## src/rtl/imem_loader_pkg.sv

```systemverilog
`default_nettype none
// ============================================================================
//  Module   : imem_loader_pkg
//  Purpose  : Shared types and constants for the instruction-memory loader:
//             loader FSM state encoding, bytes per instruction word and
//             width of the frame word-count field.
//  Revision : 1.0  initial release
// ============================================================================
package imem_loader_pkg;

    // Explicit 3-bit encoding; CHK exists only when the checksum build
    // option is enabled, but keeps its code so encodings never shift.
    typedef enum logic [2:0] {
        HDR_LO = 3'd0,
        HDR_HI = 3'd1,
        DATA   = 3'd2,
        WRITE  = 3'd3,
        CHK    = 3'd4,
        DONE   = 3'd5,
        ERROR  = 3'd6
    } loader_state_t;

    localparam int BYTES_PER_WORD = 4;
    localparam int CNT_WIDTH      = 16;

endpackage : imem_loader_pkg
`default_nettype wire

```

## src/rtl/imem_loader_word_assembler.sv

```systemverilog
`default_nettype none
// ============================================================================
//  Module   : word_assembler
//  Purpose  : Little-endian byte-to-word packer. Each accepted byte is
//             shifted in from the top, so the first byte of a group ends up
//             in word[7:0] and the last in word[31:24].
//  Ports    : clk, reset (async, active-high)
//             clear       - drop any partial word and restart at byte 0
//             byte_in     - incoming byte
//             byte_valid  - byte_in is consumed this cycle
//             word        - assembled word (holds until the next byte)
//             word_valid  - combinational: this byte completes a word; the
//                           complete word is on 'word' from the next cycle
//  Revision : 1.0  initial release
// ============================================================================
module word_assembler
    import imem_loader_pkg::*;
(
    input  logic                          clk,
    input  logic                          reset,
    input  logic                          clear,
    input  logic [7:0]                    byte_in,
    input  logic                          byte_valid,
    output logic [8*BYTES_PER_WORD-1:0]   word,
    output logic                          word_valid
);

    localparam int                c_idx_w = $clog2(BYTES_PER_WORD);
    localparam logic [c_idx_w-1:0] c_last = c_idx_w'(BYTES_PER_WORD - 1);

    logic [8*BYTES_PER_WORD-1:0] r_word_q, w_word_d;
    logic [c_idx_w-1:0]          r_idx_q,  w_idx_d;

    always_comb begin
        w_word_d = r_word_q;
        w_idx_d  = r_idx_q;
        if (clear) begin
            w_idx_d = '0;
        end else if (byte_valid) begin
            w_word_d = {byte_in, r_word_q[8*BYTES_PER_WORD-1:8]};
            w_idx_d  = r_idx_q + 1'b1;
        end
    end

    always_ff @(posedge clk or posedge reset) begin
        if (reset) begin
            r_word_q <= '0;
            r_idx_q  <= '0;
        end else begin
            r_word_q <= w_word_d;
            r_idx_q  <= w_idx_d;
        end
    end

    assign word       = r_word_q;
    assign word_valid = byte_valid && !clear && (r_idx_q == c_last);

endmodule : word_assembler
`default_nettype wire

```

## src/rtl/imem_loader.sv

```systemverilog
`default_nettype none
// ============================================================================
//  Module   : imem_loader
//  Purpose  : Boot-time program loader. Receives a byte frame
//             (CNT_LO, CNT_HI, 4*N payload bytes), packs little-endian
//             32-bit words and writes them to instruction memory, holding
//             the core in reset until the image is complete.
//  Build option:
//             IMEM_LOADER_CHECKSUM_EN - frame carries a trailing XOR byte of
//             all preceding frame bytes; a mismatch aborts to ERROR.
//  Ports    : clk, reset (async, active-high), start (re-arm pulse)
//             rx_data/rx_valid/rx_ready      - byte stream handshake
//             imem_we/imem_addr/imem_wdata   - instruction memory write port
//             core_reset_n                   - core reset, released in DONE
//             load_busy/load_done/load_error - loader status
//  Revision : 1.0  initial release
// ============================================================================
module imem_loader
    import imem_loader_pkg::*;
#(
    parameter int ADDR_WIDTH = 10,
    parameter int DATA_WIDTH = 32
) (
    input  logic                  clk,
    input  logic                  reset,
    input  logic                  start,
    input  logic [7:0]            rx_data,
    input  logic                  rx_valid,
    output logic                  rx_ready,
    output logic                  imem_we,
    output logic [ADDR_WIDTH-1:0] imem_addr,
    output logic [DATA_WIDTH-1:0] imem_wdata,
    output logic                  core_reset_n,
    output logic                  load_busy,
    output logic                  load_done,
    output logic                  load_error
);

    // Largest legal word count is the memory depth itself; one extra bit so
    // a depth of 2**CNT_WIDTH would still be representable.
    localparam logic [CNT_WIDTH:0] c_depth = (CNT_WIDTH + 1)'(1) << ADDR_WIDTH;

`ifdef IMEM_LOADER_CHECKSUM_EN
    localparam loader_state_t c_frame_end = CHK;
`else
    localparam loader_state_t c_frame_end = DONE;
`endif

    loader_state_t          r_state_q,    w_state_d;
    logic [7:0]             r_cnt_lo_q,   w_cnt_lo_d;
    logic [CNT_WIDTH-1:0]   r_word_cnt_q, w_word_cnt_d;
    logic [CNT_WIDTH-1:0]   r_word_idx_q, w_word_idx_d;
`ifdef IMEM_LOADER_CHECKSUM_EN
    logic [7:0]             r_xor_q,      w_xor_d;
`endif

    logic                   w_accept;
    logic                   w_rearm;
    logic [CNT_WIDTH-1:0]   w_hdr_n;
    logic                   w_word_valid;
    logic [31:0]            w_word;

    assign w_accept = rx_valid && rx_ready;
    assign w_rearm  = start && ((r_state_q == DONE) || (r_state_q == ERROR));
    assign w_hdr_n  = {rx_data, r_cnt_lo_q};

    word_assembler u_word_assembler (
        .clk        (clk),
        .reset      (reset),
        .clear      (w_rearm),
        .byte_in    (rx_data),
        .byte_valid (w_accept && (r_state_q == DATA)),
        .word       (w_word),
        .word_valid (w_word_valid)
    );

    always_comb begin
        w_state_d    = r_state_q;
        w_cnt_lo_d   = r_cnt_lo_q;
        w_word_cnt_d = r_word_cnt_q;
        w_word_idx_d = r_word_idx_q;
`ifdef IMEM_LOADER_CHECKSUM_EN
        w_xor_d      = r_xor_q;
        // Every frame byte ahead of the checksum byte is folded in.
        if (w_accept && (r_state_q != CHK)) begin
            w_xor_d = r_xor_q ^ rx_data;
        end
`endif
        case (r_state_q)
            HDR_LO: begin
                if (w_accept) begin
                    w_cnt_lo_d = rx_data;
                    w_state_d  = HDR_HI;
                end
            end
            HDR_HI: begin
                if (w_accept) begin
                    w_word_cnt_d = w_hdr_n;
                    if (w_hdr_n == '0) begin
                        w_state_d = c_frame_end;
                    end else if ({1'b0, w_hdr_n} > c_depth) begin
                        w_state_d = ERROR;
                    end else begin
                        w_state_d = DATA;
                    end
                end
            end
            DATA: begin
                if (w_word_valid) begin
                    w_state_d = WRITE;
                end
            end
            WRITE: begin
                w_word_idx_d = r_word_idx_q + 1'b1;
                if (r_word_idx_q == (r_word_cnt_q - 1'b1)) begin
                    w_state_d = c_frame_end;
                end else begin
                    w_state_d = DATA;
                end
            end
`ifdef IMEM_LOADER_CHECKSUM_EN
            CHK: begin
                if (w_accept) begin
                    w_state_d = (rx_data == r_xor_q) ? DONE : ERROR;
                end
            end
`endif
            DONE, ERROR: begin
                if (start) begin
                    w_state_d    = HDR_LO;
                    w_cnt_lo_d   = '0;
                    w_word_cnt_d = '0;
                    w_word_idx_d = '0;
`ifdef IMEM_LOADER_CHECKSUM_EN
                    w_xor_d      = '0;
`endif
                end
            end
            default: begin
                // Unreachable encodings park the loader safely.
                w_state_d = ERROR;
            end
        endcase
    end

    always_ff @(posedge clk or posedge reset) begin
        if (reset) begin
            r_state_q    <= HDR_LO;
            r_cnt_lo_q   <= '0;
            r_word_cnt_q <= '0;
            r_word_idx_q <= '0;
`ifdef IMEM_LOADER_CHECKSUM_EN
            r_xor_q      <= '0;
`endif
        end else begin
            r_state_q    <= w_state_d;
            r_cnt_lo_q   <= w_cnt_lo_d;
            r_word_cnt_q <= w_word_cnt_d;
            r_word_idx_q <= w_word_idx_d;
`ifdef IMEM_LOADER_CHECKSUM_EN
            r_xor_q      <= w_xor_d;
`endif
        end
    end

    // All outputs are decoded from registered state only.
    assign rx_ready     = (r_state_q == HDR_LO) || (r_state_q == HDR_HI) ||
                          (r_state_q == DATA)   || (r_state_q == CHK);
    assign imem_we      = (r_state_q == WRITE);
    assign imem_addr    = r_word_idx_q[ADDR_WIDTH-1:0];
    assign imem_wdata   = w_word;
    assign core_reset_n = (r_state_q == DONE);
    assign load_done    = (r_state_q == DONE);
    assign load_error   = (r_state_q == ERROR);
    assign load_busy    = (r_state_q != DONE) && (r_state_q != ERROR);

endmodule : imem_loader
`default_nettype wire

```

## config.mk

```make
export PLATFORM = sky130hd
export DESIGN_NAME = imem_loader
export DESIGN_NICKNAME = d
export VERILOG_FILES = /design/src/rtl/imem_loader_pkg.sv /design/src/rtl/imem_loader_word_assembler.sv /design/src/rtl/imem_loader.sv
export SDC_FILE = /design/constraint.sdc
export NUM_CORES = 1
export LEC_CHECK = 0
export ABC_CLOCK_PERIOD_IN_PS = 3400
export BUFFER_PORTS_ARGS = -buffer_cell sky130_fd_sc_hd__buf_2
export CORE_MARGIN = 4
export CORE_UTILIZATION = 30
export DETAILED_ROUTE_END_ITERATION = 7
export GPL_TIMING_DRIVEN = 0
export SYNTH_ARGS = -nofsm -noshare
export SYNTH_HDL_FRONTEND = slang
export SYNTH_SLANG_ARGS = --single-unit
```

## constraint.sdc

```tcl
create_clock -name clk -period 3.4 [get_ports clk]
set_input_delay 0.68 -clock clk [delete_from_list [all_inputs] [get_ports clk]]
set_output_delay 0.68 -clock clk [all_outputs]
set_load 0.005 [all_outputs]
```

==> results of run 1 <==
==> power by group through the flow <==
| stage | registers, W | logic, W | clock network [W] |
|---|---|---|---|
| 2_1_floorplan | 0.00155 | 0.00137 | 0 |
| 3_3_place_gp | 0.00158 | 0.00188 | 0 |
| 3_5_place_dp | 0.00159 | 0.00193 | 0 |
| 4_1_cts | 0.00159 | 0.00194 | 0.000992 |
| 5_1_grt | 0.00165 | 0.00214 | 0.00103 |
| 6_report | 0.00159 | 0.00192 | 0.000964 |
==> registers in the layout, indices dropped and copies added, names as in the netlist <==
signal and cells:
u_word_assembler.word 32, r_word_cnt_q 16, r_word_idx_q 16, r_cnt_lo_q 8, r_state_q 3, u_word_assembler.r_idx_q 2
==> layout make-up <==
cell class	count	area, sq um
fillers	1329	8320
flip-flops and latches	77	1930
multi-input cells	285	1890
repair buffers	60	323
clock buffers	10	239
well taps	176	220
plain buffers	33	189
clock inverters	5	61.3
inverters	6	25.0
==> through the flow <==
step                area (sq um)  worst slack, ps  hold slack (ps)
finish                      4870              988              308
global route                4870              840              331
detailed placement          4570              998              491
CTS                         4870              975              306
floorplan                   4030              753              461
global placement            4540             -132              488
==> synthesized netlist by cell type, drive strengths merged (3+ instances only) <==
library cell  count  share of area (%)
inv               6               0.56
nor3              7               0.87
nand4             7                1.1
nor3b             4               0.87
mux2i             3               0.75
o31ai             4                1.1
nand2b            4               0.62
o2111ai           6                1.3
a21oi            14                1.7
ha                3               0.93
nor2             20                1.9
and2              3               0.47
mux2             35                9.8
xor2             13                2.8
and3              5               0.81
xnor2            13                2.8
nand3            21                2.6
nor2b             3               0.47
clkbuf           10               0.93
o21ai            24                3.0
buf              23                3.8
dfrtp            77                 48
or3               8                1.2
nor4              4               0.99
nand2            62                5.8
==> worst register-to-register path, delay by kind of cell, from the launching register on <==
family	cells	cell delay [ps]
and+or+nand+nor	2	280
buffers and inverters	2	250
DFF	1	400
AOI/OAI and AO/OA	4	1130
adders and majority gates	1	190
==> cell families after synthesis <==
| group | Yosys count | share of synthesized area (%) |
|---|---|---|
| DFF | 77 | 47.9 |
| xor gates and xnor gates | 26 | 5.66 |
| AOI/OAI and AO/OA | 62 | 10.4 |
| buffers and inverters | 39 | 5.25 |
| adders and majority gates | 3 | 0.932 |
| muxes | 38 | 10.5 |
| and+or+nand+nor | 156 | 19.4 |
==> worst paths after layout <==
path,startpoint,endpoint,slack [ps],cells past startpoint
min,reset,u_word_assembler.word[28],310,2
min reg2reg,u_word_assembler.word[2],u_word_assembler.word[2],500,1
min in group clk,u_word_assembler.word[2],u_word_assembler.word[2],500,1
max in group asynchronous,reset,r_word_idx_q[8],2510,3
max,r_state_q[1],imem_we,990,4
max reg2reg,r_word_cnt_q[0],r_state_q[1],1020,9
==> routing by layer <==
metal / share of wire, % / vias up / wire, um / global-route usage [%]
met5: 0 / - / 0 / 0
met4: 1.2 / 0 / 114 / 3.74
met3: 6.2 / 12 / 588 / 4.54
met2: 45 / 85 / 4260 / 20.8
met1: 48 / 1534 / 4500 / 17.1
li1: - / 1557 / - / -
==> results by group, run 1 <==
Cells and area
  – Share of cells above drive strength 1: between 20% and 30%
  – Most common cell after layout, fill and taps aside: dfrtp_1
  – Final core utilization: 36.9%
  – Antenna Cells: 0
  – P&R area growth vs syn: 21.0%
  – Most frequent cells in the layout: dfrtp_1, buf_2, nand2_1, mux2_2, o21ai_0
  – Non-Filler Instances: 652
  – Final net count: roughly 490

Placement
  – Final GP Congestion: 0.887
  – Cells after DPL: approximately 640
  – Dpl hpwl: 6970 um
  – Port bufs: 59

Route
  – Vias/cell: between 4 and 5
  – Post-DRT Antenna Nets: 0
  – Routed wire length per instance: approximately 15 um
  – Drt total wl: 9460 um
  – Iteration-0 DRC Markers: 170
  – Number of remaining DRC errors: 0
  – TritonRoute pass-1 iters: 4
  – Via count: ~3200

Power
  – Comb pwr share: between 40% and 50%
  – Switch share: about 37%
  – P_int: between 0.002 and 0.003 W
  – Total Power: around 0.0045 W
  – P_sw: about 0.0017 W
  – Peak supply drop: approximately 480 uV
  – Clock network fraction of total power: approximately 22%
  – Share of power burned in registers: 35.6%
  – Pwr Density: slightly above 900 mW/mm^2
  – Static Leakage: 2.22 nW

Clock tree
  – Worst-path clk slew: ~60 ps
  – CTS resizes: 0
  – Number of buffers created by CTS: 9
  – Largest buffer count on any clock path: 2
  – Post-CTS Setup Bufs: 0
  – Post-CTS Hold Buffers: 0
  – H-tree depth: 3
  – Total clock sinks: between 70 and 80
  – Root Driver: clkbuf_16
  – CTS tree: yes
  – Clock latency at the later pin of the worst-skew pair: between 300 and 400 ps

Floorplan
  – Die width: about 120 um
  – I/O Pins: 60
  – Core Region: ~0.013 sq mm
  – Cell Rows: 42
  – Die area: between 0.015 and 0.02 sq mm
  – Initial Util: 30.5%
  – Die height: approximately 120 um

Synthesis
  – Number of enable flip-flop cells after synthesis: 0
  – Post-synthesis sequential area ratio: 47.9%
  – Syn_area_per_cell: between 10 and 15 sq um
  – #FFs+latches synth: a little under 80
  – Ys Warns: 0
  – Synthesized area: between 0.004 and 0.005 sq mm
  – Unique masters post-synth: 50
  – Async S/R FF share, synth: 100%
  – Mapped Cells: between 400 and 500
  – Post-Syn Nets: approximately 420
  – Top FF cell, synth: dfrtp_1

Critical path
  – Crit. End Element: output port
  – Critical path fanouts, max: 10
  – CP top delay family: buffers and inverters
  – Slowest stage cell on the critical path: clkbuf_1
  – Critical Path AT: 1730 ps
  – Worst-path cell chain: nand2_1 > nor2_1 > clkbuf_1 > buf_2
  – CP Buf/Inv Count: 2
  – Startpoint type of the worst setup path: flip-flop
  – Worst Path Required: ~2700 ps
  – Crit Path Category: reg -> out
  – Max incr delay on CP: between 400 and 500 ps

STA
  – Clock skew: ~4.4 ps
  – Final setup TNS: 0 ps
  – RSZ-0062 raised after global routing: no
  – Fmax: around 410 MHz
  – Final slew viol count: 0
  – Final setup violation count: 0
  – Tmin final: approximately 2400 ps
  – Slew @ Worst Pin: ~600 ps
  – Fin crit share: between 70% and 80%
  – Slew HR: 59.9%
  – Hold Vio Cnt, Final: 0

Global routing
  – Global-route wire length before repair: 16000 um
  – GRT Residual Overflow: 0
  – Pin count of the biggest net entering global routing: 54
  – Initial antenna violation count: 0
  – Vias in the first global route: 3223
  – GR Util All Layers: between 10% and 20%

Run status
  – Status: finished, final reports clean

Min path
  – Worst min-delay path category: in -> async

Job
  – Max-cap check violation count: 0
Note: power is estimated with default switching activity, not from simulation.
==> run 2, diff against run 1 <==
ABC_CLOCK_PERIOD_IN_PS = 2300   (was 3400)
clock period = 2.3 ns   (was 3.4 ns; I/O delays follow)
==> run 2 against run 1 <==
  * Largest power group unchanged
  * Setup slack got worse by 880 ps
  * Die area unchanged
  * Clock skew rose by 2.0 ps
==> results by group, run 2 (synthesis gave the netlist of run 1 again) <==
Run status
  – Status: finished, final reports clean

Critical path
  – Worst-path cell chain: buf_6 > nor4_4 > buf_4 > nand4_1 > mux2_2 > o21ai_0 > o2111ai_1 > a2bb2oi_1
  – Critical path fanouts, max: 8
  – Critical Path AT: ~2400 ps
  – CP top delay family: simple AND/OR/NAND/NOR gates
  – Worst Path Required: ~2500 ps
  – Startpoint type of the worst setup path: flip-flop
  – Crit Path Category: reg -> reg
  – CP Buf/Inv Count: 2
  – Crit. End Element: flip-flop
  – Slowest stage cell on the critical path: nor4_4
  – Max incr delay on CP: 420 ps

Floorplan
  – Die height: around 120 um
  – Initial Util: about 31%
  – Die width: roughly 120 um
  – Die area: between 0.015 and 0.02 sq mm
  – Cell Rows: 42
  – Core Region: between 0.01 and 0.015 sq mm
  – I/O Pins: 60

Power
  – Static Leakage: 2.26 nW
  – Share of power burned in registers: about a third
  – P_sw: 0.00253 W
  – Switch share: a little under two fifths
  – Total Power: ~0.0068 W
  – Clock network fraction of total power: a little under a quarter
  – Pwr Density: 1380 mW/mm^2
  – Peak supply drop: between 700 and 800 uV
  – P_int: ~0.0043 W
  – Comb pwr share: around 43%

Route
  – Post-DRT Antenna Nets: 0
  – Via count: between 3000 and 4000
  – Drt total wl: 9450 um
  – Number of remaining DRC errors: 0
  – Iteration-0 DRC Markers: 190
  – Vias/cell: just under 5
  – Met3 Wirelength: ~660 um
  – Met1 WL: about 4300 um
  – Routed wire length per instance: between 10 and 15 um
  – Max Used Layer: met4
  – TritonRoute pass-1 iters: 4
  – Metal2 WL: about 4300 um

Placement
  – Final GP Congestion: a little under 0.9
  – Port bufs: 59
  – Dpl hpwl: ~7000 um
  – Placed Area: around 0.0046 sq mm

Clock tree
  – H-tree depth: 3
  – Number of buffers created by CTS: 9
  – Total clock sinks: a little under 80
  – Root Driver: clkbuf_16
  – Worst-path clk slew: ~60 ps
  – Post-CTS Hold Buffers: 0
  – CTS tree: yes
  – Clock latency at the later pin of the worst-skew pair: around 340 ps
  – Largest buffer count on any clock path: 2

STA
  – Fmax: 457 MHz
  – Slew HR: ~64%
  – Slew @ Worst Pin: between 500 and 600 ps
  – Hold slack: between 90 and 100 ps
  – Final slew viol count: 0
  – Fin crit share: 95.1%
  – Final setup violation count: 0
  – RSZ-0062 raised after global routing: yes
  – Clock skew: 6.36 ps
  – Tmin final: roughly 2200 ps
  – Hold Vio Cnt, Final: 0

Cells and area
  – P&R area growth vs syn: 23.4%
  – Share of cells above drive strength 1: a little under a third
  – Most frequent cells in the layout: dfrtp_1, buf_2, nand2_1, mux2_2, o21ai_0
  – Post-route cell area: 0.00497 sq mm
  – Final net count: 490
  – Largest register FFs: 32
  – Most common cell after layout, fill and taps aside: dfrtp_1
  – Antenna Cells: 0
  – Number of fill cells: ~1300
  – Final core utilization: roughly 38%

Global routing
  – Vias in the first global route: approximately 3300
  – Global-route wire length before repair: around 16000 um
  – GR Util All Layers: a little over an eighth
  – Pin count of the biggest net entering global routing: 39
  – GRT Residual Overflow: 0
  – Initial antenna violation count: 0

Min path
  – Worst min-delay path category: in -> async

Job
  – Max-cap check violation count: 0
==> run 2: changes by cell type in the layout (fill, tap and decap cells not counted), moves of 2 or more <==
cell / before / now
buf_1: 5 / 2
buf_12: 0 / 2
buf_4: 12 / 15
clkbuf_2: 0 / 5
clkinv_4: 3 / 0
clkinvlp_4: 0 / 2
inv_6: 0 / 3
==> run 2: what timing repair did <==
action                     CTS  global route
pin swaps                    1             3
setup endpoints to repair    3            41
gates resized for setup      1            12
buffers inserted             2             1
gates cloned                 0             0
==> run 2: layer usage <==
metal,GRT usage (%),vias to the layer above
li1,-,1560
met5,0,-
met4,4.01,0
met2,20.7,79
met3,5.59,12
met1,17.0,1519
==> run 2: worst paths after layout <==
kind	start	endpoint	slack, ps	cells after the start
hold reg to reg	r_cnt_lo_q[5]	r_word_cnt_q[5]	500	2
setup reg to reg	r_word_cnt_q[2]	r_state_q[1]	110	8
setup / recovery	r_word_cnt_q[2]	r_state_q[1]	110	8
max in group asynchronous	reset	r_word_idx_q[12]	1500	4
min in group clk	rx_data[7]	r_word_cnt_q[15]	370	3
hold / removal	reset	u_word_assembler.word[7]	100	2
==> run 2: area by class of cell <==
class / instances / area (sq um) / share of cell area (%)
inverters: 6 / 26.3 / 0.529
clock buffers: 10 / 229 / 4.61
multi-input cells: 285 / 1920 / 38.7
clock inverters: 6 / 93.8 / 1.89
repair buffers: 64 / 358 / 7.20
flip-flops and latches: 77 / 1930 / 38.8
well taps: 176 / 220 / 4.43
plain buffers: 32 / 190 / 3.83
==> run 2: through the flow <==
step / TNS (ps) / worst slack, ps / std cells
after floorplan: 0 / 119 / 401
after global placement: -76.3 / -55.7 / 636
after detailed placement: -138 / -74.6 / 638
after CTS: 0 / 8.10 / 656
after global routing: -5.87 / -5.87 / 656
final: 0 / 112 / 656
==> run 2: worst register-to-register path, cell delays in order, from the launching register on <==
cell and delay [ps]:
dfrtp_1 370, buf_6 140, nor4_4 420, buf_4 210
nand4_1 170, mux2_2 320, o21ai_0 70, o2111ai_1 190
a2bb2oi_1 190
==> run 2: power by group through the flow <==
stage               Combinational, W  Sequential, W  Clock [W]
detailed placement           0.00284        0.00236          0
floorplan                    0.00202        0.00229          0
global placement             0.00278        0.00234          0
global route                 0.00329        0.00243    0.00166
finish                       0.00294        0.00234    0.00156
CTS                          0.00288        0.00235    0.00159
==> run 3, diff against run 2 <==
CELL_PAD_IN_SITES_DETAIL_PLACEMENT = 1   (was default)
CELL_PAD_IN_SITES_GLOBAL_PLACEMENT = 1   (was default)
PLACE_DENSITY_LB_ADDON = 0.1   (was default)
==> run 3 against run 2 <==
  * Sequential power barely moved
  * Clock power down 6%
  * Non-clock buffer count grew 1
  * Critical path depth shrank 3
  * Wire length increased by 14%
  * Combinational power up 3%
  * Design area shrank 0.35%
  * Critical path type unchanged
  * Largest cell class unchanged
==> results by group, run 3 (synthesis gave the netlist of run 1 again) <==
Clock tree
  – Largest buffer count on any clock path: 2
  – CTS tree: yes
  – H-tree depth: 3
  – Number of buffers created by CTS: 9
  – Worst-path clk slew: 60 ps
  – Clock latency at the later pin of the worst-skew pair: 340 ps
  – Root Driver: clkbuf_16
  – Post-CTS Hold Buffers: 0
  – Total clock sinks: just under 80

Critical path
  – Critical path fanouts, max: 10
  – Worst-path cell chain: clkbuf_1 > nor3b_1 > buf_2 > buf_1 > mux2_2
  – Reg2reg path depth: 5
  – Critical Path AT: around 2500 ps
  – Reg2reg setup slack: approximately 47 ps
  – CP Buf/Inv Count: 3
  – Worst Path Required: 2530 ps
  – Worst Setup SP: r_state_q[1]
  – RR Startpoint: r_state_q[1]
  – Startpoint type of the worst setup path: flip-flop
  – Max incr delay on CP: about 500 ps
  – Crit. End Element: flip-flop
  – CP top delay family: buffers and inverters
  – Crit Path Category: reg -> reg
  – Slowest stage cell on the critical path: buf_1
  – Reg2reg end: u_word_assembler.word[29]

Floorplan
  – Core Region: 0.0132 sq mm
  – Die height: between 100 and 150 um
  – Die area: 0.0153 sq mm
  – Die width: roughly 120 um
  – I/O Pins: 60
  – Initial Util: between 30 and 40%
  – Cell Rows: 42

Route
  – Routed wire length per instance: between 15 and 20 um
  – Number of remaining DRC errors: 0
  – Iteration-0 DRC Markers: between 100 and 150
  – Vias/cell: between 4 and 5
  – Post-DRT Antenna Nets: 0
  – Drt total wl: between 10000 and 15000 um
  – Via count: between 3000 and 4000
  – TritonRoute pass-1 iters: 4

Cells and area
  – Final core utilization: a little under two fifths
  – Largest register FFs: 32
  – Non-Filler Instances: roughly 660
  – P&R area growth vs syn: 23.0%
  – Share of cells above drive strength 1: between 30% and 40%
  – Antenna Cells: 0
  – Number of fill cells: 1504
  – Most frequent cells in the layout: dfrtp_1, buf_2, nand2_1, mux2_2, o21ai_0
  – Most common cell after layout, fill and taps aside: dfrtp_1
  – Total area of sequential cells: about 0.0019 sq mm
  – Final net count: slightly below 500
  – Post-route cell area: 0.00495 sq mm
  – Multi-input gate area: a little under 0.002 sq mm

STA
  – Slew @ Worst Pin: 594 ps
  – Fmax: between 400 and 500 MHz
  – Hold Vio Cnt, Final: 0
  – Clock skew: ~3.4 ps
  – Slew HR: between 60% and 70%
  – Final setup violation count: 0
  – Final slew viol count: 0
  – Tmin final: between 2000 and 2500 ps
  – RSZ-0062 raised after global routing: yes
  – Final worst-path setup slack: 46.6 ps
  – Fin crit share: 98.0%
  – Hold slack: 128 ps

Min path
  – Worst min-delay path category: in -> async

Job
  – Max-cap check violation count: 0

Power
  – P_int: approximately 0.0042 W
  – P_sw: 0.00263 W
  – Peak supply drop: approximately 570 uV
  – Comb pwr share: roughly 44%
  – Share of power burned in registers: between 30% and 40%
  – Clock network fraction of total power: between 20% and 30%
  – Switch share: 38.5%
  – Pwr Density: 1380 mW/mm^2
  – Static Leakage: between 2 and 2.5 nW

Global routing
  – Initial antenna violation count: 0
  – Vias in the first global route: about 3300
  – Global-route wire length before repair: 17700 um
  – GR Util All Layers: between 10% and 20%
  – GRT Residual Overflow: 0
  – Pin count of the biggest net entering global routing: 32

Placement
  – Cells after DPL: between 600 and 700
  – Final GP Congestion: approximately 0.75
  – Dpl hpwl: 8030 um
  – Pre-CTS setup slack: -159 ps
  – Placed Area: between 0.004 and 0.005 sq mm
  – Port bufs: approximately 60

Run status
  – Status: finished, final reports clean
run 3: cell count changes in the layout (fill, tap and decap cells not counted), moves of 2 or more:
cell,before,now
clkbuf_1,9,7
o2111ai_1,6,3
o2111ai_2,0,3
clkinvlp_4,2,4
clkbuf_2,5,3
buf_1,2,5
inv_6,3,1
run 3: layout make-up:
cell class                      instances  share of cell area, %
Sequential cell                        77                   38.9
Multi-Input combinational cell        285                   38.8
Inverter                                6                  0.531
Timing Repair Buffer                   65                   7.38
Clock buffer                            9                   4.55
Clock inverter                          7                   1.52
Tap cell                              176                   4.45
Buffer                                 32                   3.79
run 3: per-layer routing:
layer | GRT usage, % | share of wire [%] | vias to the layer above
met5 | 0 | 0 | -
met2 | 23.8 | 47 | 68
met1 | 20.2 | 47 | 1591
met4 | 6.02 | 1.8 | 0
li1 | - | - | 1560
met3 | 3.50 | 4.4 | 15
run 3: worst max path at each step:
stage / cells past startpoint / slack, ps / endpoint
after floorplan: 9 / 120 / r_state_q[1]
after global placement: 9 / -150 / r_state_q[1]
after detailed placement: 9 / -160 / r_state_q[1]
after CTS: 7 / -4 / r_state_q[1]
after global routing: 5 / -130 / u_word_assembler.word[17]
final: 5 / 50 / u_word_assembler.word[29]
run 3: power by group through the flow:
stage               Clock (W)  Sequential [W]  Combinational, W
floorplan                   0         0.00229           0.00202
global placement            0         0.00237           0.00288
detailed placement          0         0.00238           0.00293
CTS                   0.00150         0.00236           0.00299
global route          0.00156         0.00246           0.00338
finish                0.00146         0.00235           0.00303
run 3: timing repair:
item / 4_1_cts / 5_1_grt
buffers inserted: 2 / 2
resized for setup: 4 / 9
endpoints found under the hold margin: 0 / 0
endpoints found under the setup margin: 13 / 34
pin swaps: 3 / 2
run 3: metrics by stage:
stage / TNS, ps / total power, W
2_1_floorplan: 0 / 0.00431
3_3_place_gp: -371 / 0.00524
3_5_place_dp: -432 / 0.00532
4_1_cts: -3.76 / 0.00685
5_1_grt: -3170 / 0.00740
6_report: 0 / 0.00684
